===== src/rtl/clk_div_pkg.sv =====
// clk_div_pkg: shared state type and constants for the clock divider controller
package clk_div_pkg;
  typedef enum logic [1:0] {STOP, RUN, PEND} state_t;
  localparam int MIN_DIV = 2;
  localparam int DEF_CNT_W = 8;
endpackage


===== src/rtl/clk_div_ctrl_if.sv =====
// clk_div_ctrl_if: divide-ratio reconfiguration handshake
interface clk_div_ctrl_if import clk_div_pkg::*; #(parameter int CNT_W = DEF_CNT_W);
  logic cfg_valid;
  logic [CNT_W-1:0] cfg_div;
  logic cfg_ready;
  logic cfg_err;
  modport master (output cfg_valid, cfg_div, input cfg_ready, cfg_err);
  modport slave (input cfg_valid, cfg_div, output cfg_ready, cfg_err);
endinterface


===== src/rtl/clk_div_core.sv =====
// clk_div_core: period counter with tick and divided-waveform decode
module clk_div_core #(parameter int CNT_W = 8) (
  input  logic clk,
  input  logic rst,
  input  logic run,
  input  logic clear,
  input  logic [CNT_W-1:0] cur_div,
  output logic tick,
  output logic div_out
);
  logic [CNT_W-1:0] cnt;
  logic last;
  assign last = cnt == cur_div - CNT_W'(1);
  always_ff @(posedge clk)
    if (!rst || clear) cnt <= '0;
    else if (run) cnt <= last ? '0 : cnt + CNT_W'(1);
  assign tick = run && last;
  assign div_out = run && (cnt < (cur_div >> 1));
endmodule


===== src/rtl/clk_div_ctrl.sv =====
// clk_div_ctrl: start/stop and ratio sequencer for a clock-enable divider; CLK_DIV_CTRL_TICK_CNT_EN adds tick_cnt
module clk_div_ctrl import clk_div_pkg::*; #(
  parameter int CNT_W = DEF_CNT_W,
  parameter int DEF_DIV = 4
) (
  input  logic clk,
  input  logic rst,
  input  logic start,
  input  logic stop,
  clk_div_ctrl_if.slave cfg,
  output logic tick,
  output logic div_out,
  output logic busy
`ifdef CLK_DIV_CTRL_TICK_CNT_EN
  , output logic [15:0] tick_cnt
`endif
);
  state_t state, state_n;
  logic [CNT_W-1:0] cur_div, cur_div_n, pend_div, pend_div_n;
  logic take, halt;
  assign busy = state != STOP;
  assign halt = busy && stop;
  assign cfg.cfg_ready = state != PEND;
  assign take = cfg.cfg_valid && cfg.cfg_ready && (cfg.cfg_div >= CNT_W'(MIN_DIV));
  always_ff @(posedge clk)
    if (!rst) begin
      state <= STOP;
      cur_div <= CNT_W'(DEF_DIV);
      pend_div <= '0;
      cfg.cfg_err <= 1'b0;
    end else begin
      state <= state_n;
      cur_div <= cur_div_n;
      pend_div <= pend_div_n;
      cfg.cfg_err <= cfg.cfg_valid && cfg.cfg_ready && (cfg.cfg_div < CNT_W'(MIN_DIV));
    end
  // stop commits any pending ratio; otherwise a ratio taken while stopping lands directly
  always_comb begin
    state_n = state;
    cur_div_n = cur_div;
    pend_div_n = pend_div;
    if (state == STOP) begin
      if (take) cur_div_n = cfg.cfg_div;
      if (start) state_n = RUN;
    end else if (halt) begin
      state_n = STOP;
      cur_div_n = state == PEND ? pend_div : take ? cfg.cfg_div : cur_div;
    end else if (state == PEND) begin
      if (tick) begin
        cur_div_n = pend_div;
        state_n = RUN;
      end
    end else if (take) begin
      pend_div_n = cfg.cfg_div;
      state_n = PEND;
    end
  end
  clk_div_core #(.CNT_W(CNT_W)) core (
    .clk(clk),
    .rst(rst),
    .run(busy),
    .clear(halt),
    .cur_div(cur_div),
    .tick(tick),
    .div_out(div_out)
  );
`ifdef CLK_DIV_CTRL_TICK_CNT_EN
  always_ff @(posedge clk)
    if (!rst || (state == STOP && start)) tick_cnt <= '0;
    else if (tick && tick_cnt != 16'hFFFF) tick_cnt <= tick_cnt + 16'd1;
`endif
endmodule


===== src/flat_wrapper.sv =====
// flat-port wrapper written by rule: the top's interface ports become plain ports
module clk_div_ctrl_flat import clk_div_pkg::*;
#(
  parameter int CNT_W = DEF_CNT_W,
  parameter int DEF_DIV = 4
)
  (clk, rst, start, stop, tick, div_out, busy, cfg_cfg_valid, cfg_cfg_div, cfg_cfg_ready, cfg_cfg_err);
  clk_div_ctrl_if #(.CNT_W(CNT_W)) cfg_i ();
  input  logic clk;
  input  logic rst;
  input  logic start;
  input  logic stop;
  output logic tick;
  output logic div_out;
  output logic busy;
  input wire logic [$bits(cfg_i.cfg_valid)-1:0] cfg_cfg_valid;
  input wire logic [$bits(cfg_i.cfg_div)-1:0] cfg_cfg_div;
  output wire logic [$bits(cfg_i.cfg_ready)-1:0] cfg_cfg_ready;
  output wire logic [$bits(cfg_i.cfg_err)-1:0] cfg_cfg_err;
  assign cfg_i.cfg_valid = cfg_cfg_valid;
  assign cfg_i.cfg_div = cfg_cfg_div;
  assign cfg_cfg_ready = cfg_i.cfg_ready;
  assign cfg_cfg_err = cfg_i.cfg_err;
  clk_div_ctrl #(.CNT_W(CNT_W), .DEF_DIV(DEF_DIV)) u_core (.clk(clk), .rst(rst), .start(start), .stop(stop), .cfg(cfg_i), .tick(tick), .div_out(div_out), .busy(busy));
endmodule

===== config.mk =====
export PLATFORM = sky130hd
export DESIGN_NAME = clk_div_ctrl_flat
export DESIGN_NICKNAME = d
export VERILOG_FILES = /design/src/rtl/clk_div_pkg.sv /design/src/rtl/clk_div_ctrl_if.sv /design/src/rtl/clk_div_core.sv /design/src/rtl/clk_div_ctrl.sv /design/src/flat_wrapper.sv
export SDC_FILE = /design/constraint.sdc
export NUM_CORES = 1
export LEC_CHECK = 0
export ABC_AREA = 1
export BUFFER_PORTS_ARGS = -buffer_cell sky130_fd_sc_hd__buf_2
export CORE_MARGIN = 2
export CORE_UTILIZATION = 55
export DETAILED_ROUTE_END_ITERATION = 10
export PLACE_DENSITY = 0.86
export SLEW_MARGIN = 20
export SYNTH_ARGS = -nofsm -noshare
export SYNTH_HDL_FRONTEND = slang
export SYNTH_SLANG_ARGS = --single-unit

===== constraint.sdc =====
create_clock -name clk -period 2.15 [get_ports clk]
set_input_delay 0.43 -clock clk [delete_from_list [all_inputs] [get_ports clk]]
set_output_delay 0.43 -clock clk [all_outputs]
set_load 0.03 [all_outputs]

==> impl_metrics.yaml <==
cts:
  numCtsBuffers: 3
  h-tree-depth: 1
  cts.sinks: 27
  clk_pin_slew_ns: 0.16
  clock_latency_ns: 0.35
  cts_tree: "yes"
  cts.path.max_buffers: 2
  clock-root-buffer: "clkbuf_4"
route:
  drc_errors: 0
  via_per_inst: 5.28
  drt_first_pass_iters: 4
  dr.first_iter.drc_count: 75
  vias: 1799
  postRouteWirelength_mm: 4.43
  antenna_left: 0
  routedWlPerCell_microns: 13.0
yosys:
  yosysMostFrequentCell: "nor2_1"
  avgSynthCellArea_sq_um: 6.57
  synth_top_area_frac: 0.308
  synth.top_cells.by_area: "dfxtp_1 (31%), nor2_1 (11%), nand2_1 (10%)"
  ys_warn_count: 0
  synth_edf_count: 0
  syn_area_sq_um: 1760
  seq_area_frac_synth: 0.308
  ys_ff_latch: 27
  synth_top_cell_by_area: "dfxtp_1"
  async_reset_ff_frac: 0
  synth.distinct_cells: 31
  synth_top_flop_cell: "dfxtp_1"
  synthTopCellsByCount: "nor2_1 (51), nand2_1 (48), inv_1 (35)"
  synth_cells: 267
  synth_nets: 288
timing:
  slew_headroom: 0.525
  fin_crit_ns: 2.23
  final.setup_skew_ns: 0.0153
  rsz0062_at_grt: "true"
  setup_viol_count_final: 2
  layout_setup_ws_ns: -0.0819
  tightestPinTransition_ns: 0.711
  hold_viol: 0
  fmax_mhz: 448
  drv_slew: 0
  finalCritPeriodShare: 1.04
worst_setup_path:
  cp_data_arrival_time_ns: 1.80
  crit_chain: "ha_1 -> nand3_2 -> nand2_1 -> a21oi_1 -> nor2_1 -> o21ai_1 -> and3_1 -> buf_6"
  start_kind: "register"
  cp.required_ns: 1.72
  rr_startpoint: "u_core.state[0]$_SDFFE_PN0P_"
  critPathCaptureType: "output port"
  reg2reg_slack_ns: 0.28
  startpoint: "u_core.core.cnt[2]$_SDFFE_PP0N_"
  critical_path_peak_fanout: 5
  max_stage_delay_ns: 0.46
  crit_type: "reg2out"
  timing.critical_path.slowest_stage_cell: "dfxtp_1"
floorplanning:
  rows: 20
  die-area_sq_um: 3660
  die_y_microns: 60.5
  core_sq_um: 3050
  io_pins: 18
  start_util: 0.575
  die_x_microns: 60.5
job:
  max_cap_violations: 0
power:
  power_density_nw_per_um2: 648
  ir_drop_v: 0.000346
  total_power_mw: 1.39
  leakagePower_nw: 0.984
cells_and_area:
  drive_above_1_share: 0.276
  fin_nets: 319
  n_antenna_cell: 0
  syn_to_final_growth_pct: 22.2
  final_area_sq_um: 2140
placed_design:
  dpl_cell_area_sq_um: 1910
  gp_congestion: 0.958
  dpl.hpwl_mm: 2.89
  port_buffers: 17
  dp_slack_ns: 0.0987
global_route:
  grt_pass1_vias: 1573
  grt.overflow.total: 0
  antenna_found_initial: 0
  track_usage: 0.247
  grt_max_degree: 18
  grt_pass1_wl_mm: 6.68
min_path:
  worst_hold_path_type: "in2reg"
  hp-start: "cfg_cfg_valid"
status:
  violations: "setup timing"
  status: "complete, but fails checks"
sequential cells by signal, summed over array words and instances (netlist names):
register and count:
u_core.pend_div 8, u_core.cfg.cfg_err 1, u_core.core.cnt 8, u_core.state 2, u_core.cur_div 8
cell families (layout without fill, tap and decap cells):
logic type | Yosys count | in the layout | synth area share
xor+xnor | 11 | 11 | 0.0549
simple gates | 138 | 138 | 0.343
flops | 27 | 27 | 0.308
compound gates | 38 | 38 | 0.123
fa+ha+maj | 8 | 8 | 0.0570
buf+inv | 45 | 75 | 0.115
per-stage QoR:
stage,cells,TNS (ns),hold WS [ns],util
after floorplan,267,0,0.434,-
after global placement,328,0,0.448,0.625
after detailed placement,328,0,0.448,0.625
after CTS,340,-0.108,0.329,0.684
after global routing,341,-0.341,0.339,0.702
final,341,-0.145,0.327,0.702
placed cells by master (no fill, tap or decap), types with 2 or more instances in the layout:
cell type / netlist / routed
clkbuf_4: 0 / 3
o21ai_1: 2 / 3
nor2_1: 51 / 48
inv_2: 2 / 6
nand3_1: 19 / 14
dfxtp_2: 0 / 7
buf_2: 3 / 15
xor2_1: 10 / 10
dfxtp_4: 0 / 2
nand2_2: 2 / 6
buf_4: 0 / 15
ha_1: 8 / 5
nor4_1: 2 / 2
nor2_2: 7 / 6
nand4_1: 2 / 2
a21oi_1: 15 / 15
inv_1: 35 / 30
o21ai_0: 11 / 9
nand2_1: 48 / 44
buf_6: 1 / 2
ha_4: 0 / 3
a211oi_1: 8 / 8
nand3_2: 1 / 6
dfxtp_1: 27 / 18
nor2_4: 0 / 4
critical path, delay by kind of cell, from the launching register on:
kind / cells / cell delay [ns]
and+or+nand+nor: 4 / 0.36
AOI/OAI and AO/OA: 2 / 0.23
adders and majority gates: 1 / 0.28
DFF: 1 / 0.46
buffers and inverters: 1 / 0.13
per-layer routing:
layer  global-route usage  wire, microns  share of wire
met1                0.294           1900           0.43
met2                0.413           2180           0.49
met3               0.0320            200          0.045
met4                0.168            149          0.034
met5                    0              0              0
final timing paths:
| path | to | depth (start not counted) |
|---|---|---|
| setup / recovery | div_out | 8 |
| hold / removal | u_core.cfg.cfg_err$_SDFF_PN0_ | 3 |
| setup reg to reg | u_core.cur_div[6]$_SDFFE_PN0P_ | 9 |
| hold reg to reg | u_core.pend_div[2]$_SDFFE_PN0P_ | 2 |
power by group:
group	total [mW]	switching [mW]	internal, mW	leakage (nW)
registers	0.580	0.0367	0.544	0.224
logic	0.579	0.349	0.230	0.743
clock network	0.230	0.160	0.0702	0.0177
cell type report:
class / count / area, sq um
clock buffer: 3 / 22.5
clock inverter: 1 / 5.00
fill: 243 / 908
inverter: 38 / 150
multi-input combinational: 195 / 1120
sequential: 27 / 557
tap: 44 / 55.1
timing repair buffer: 33 / 230
repair_timing:
action,CTS,global route
pin swaps,14,11
buffers inserted,8,1
setup endpoints to repair,2,2
hold buffers,0,0
gates resized for setup,31,14
Note: power is estimated with default switching activity, not from simulation.
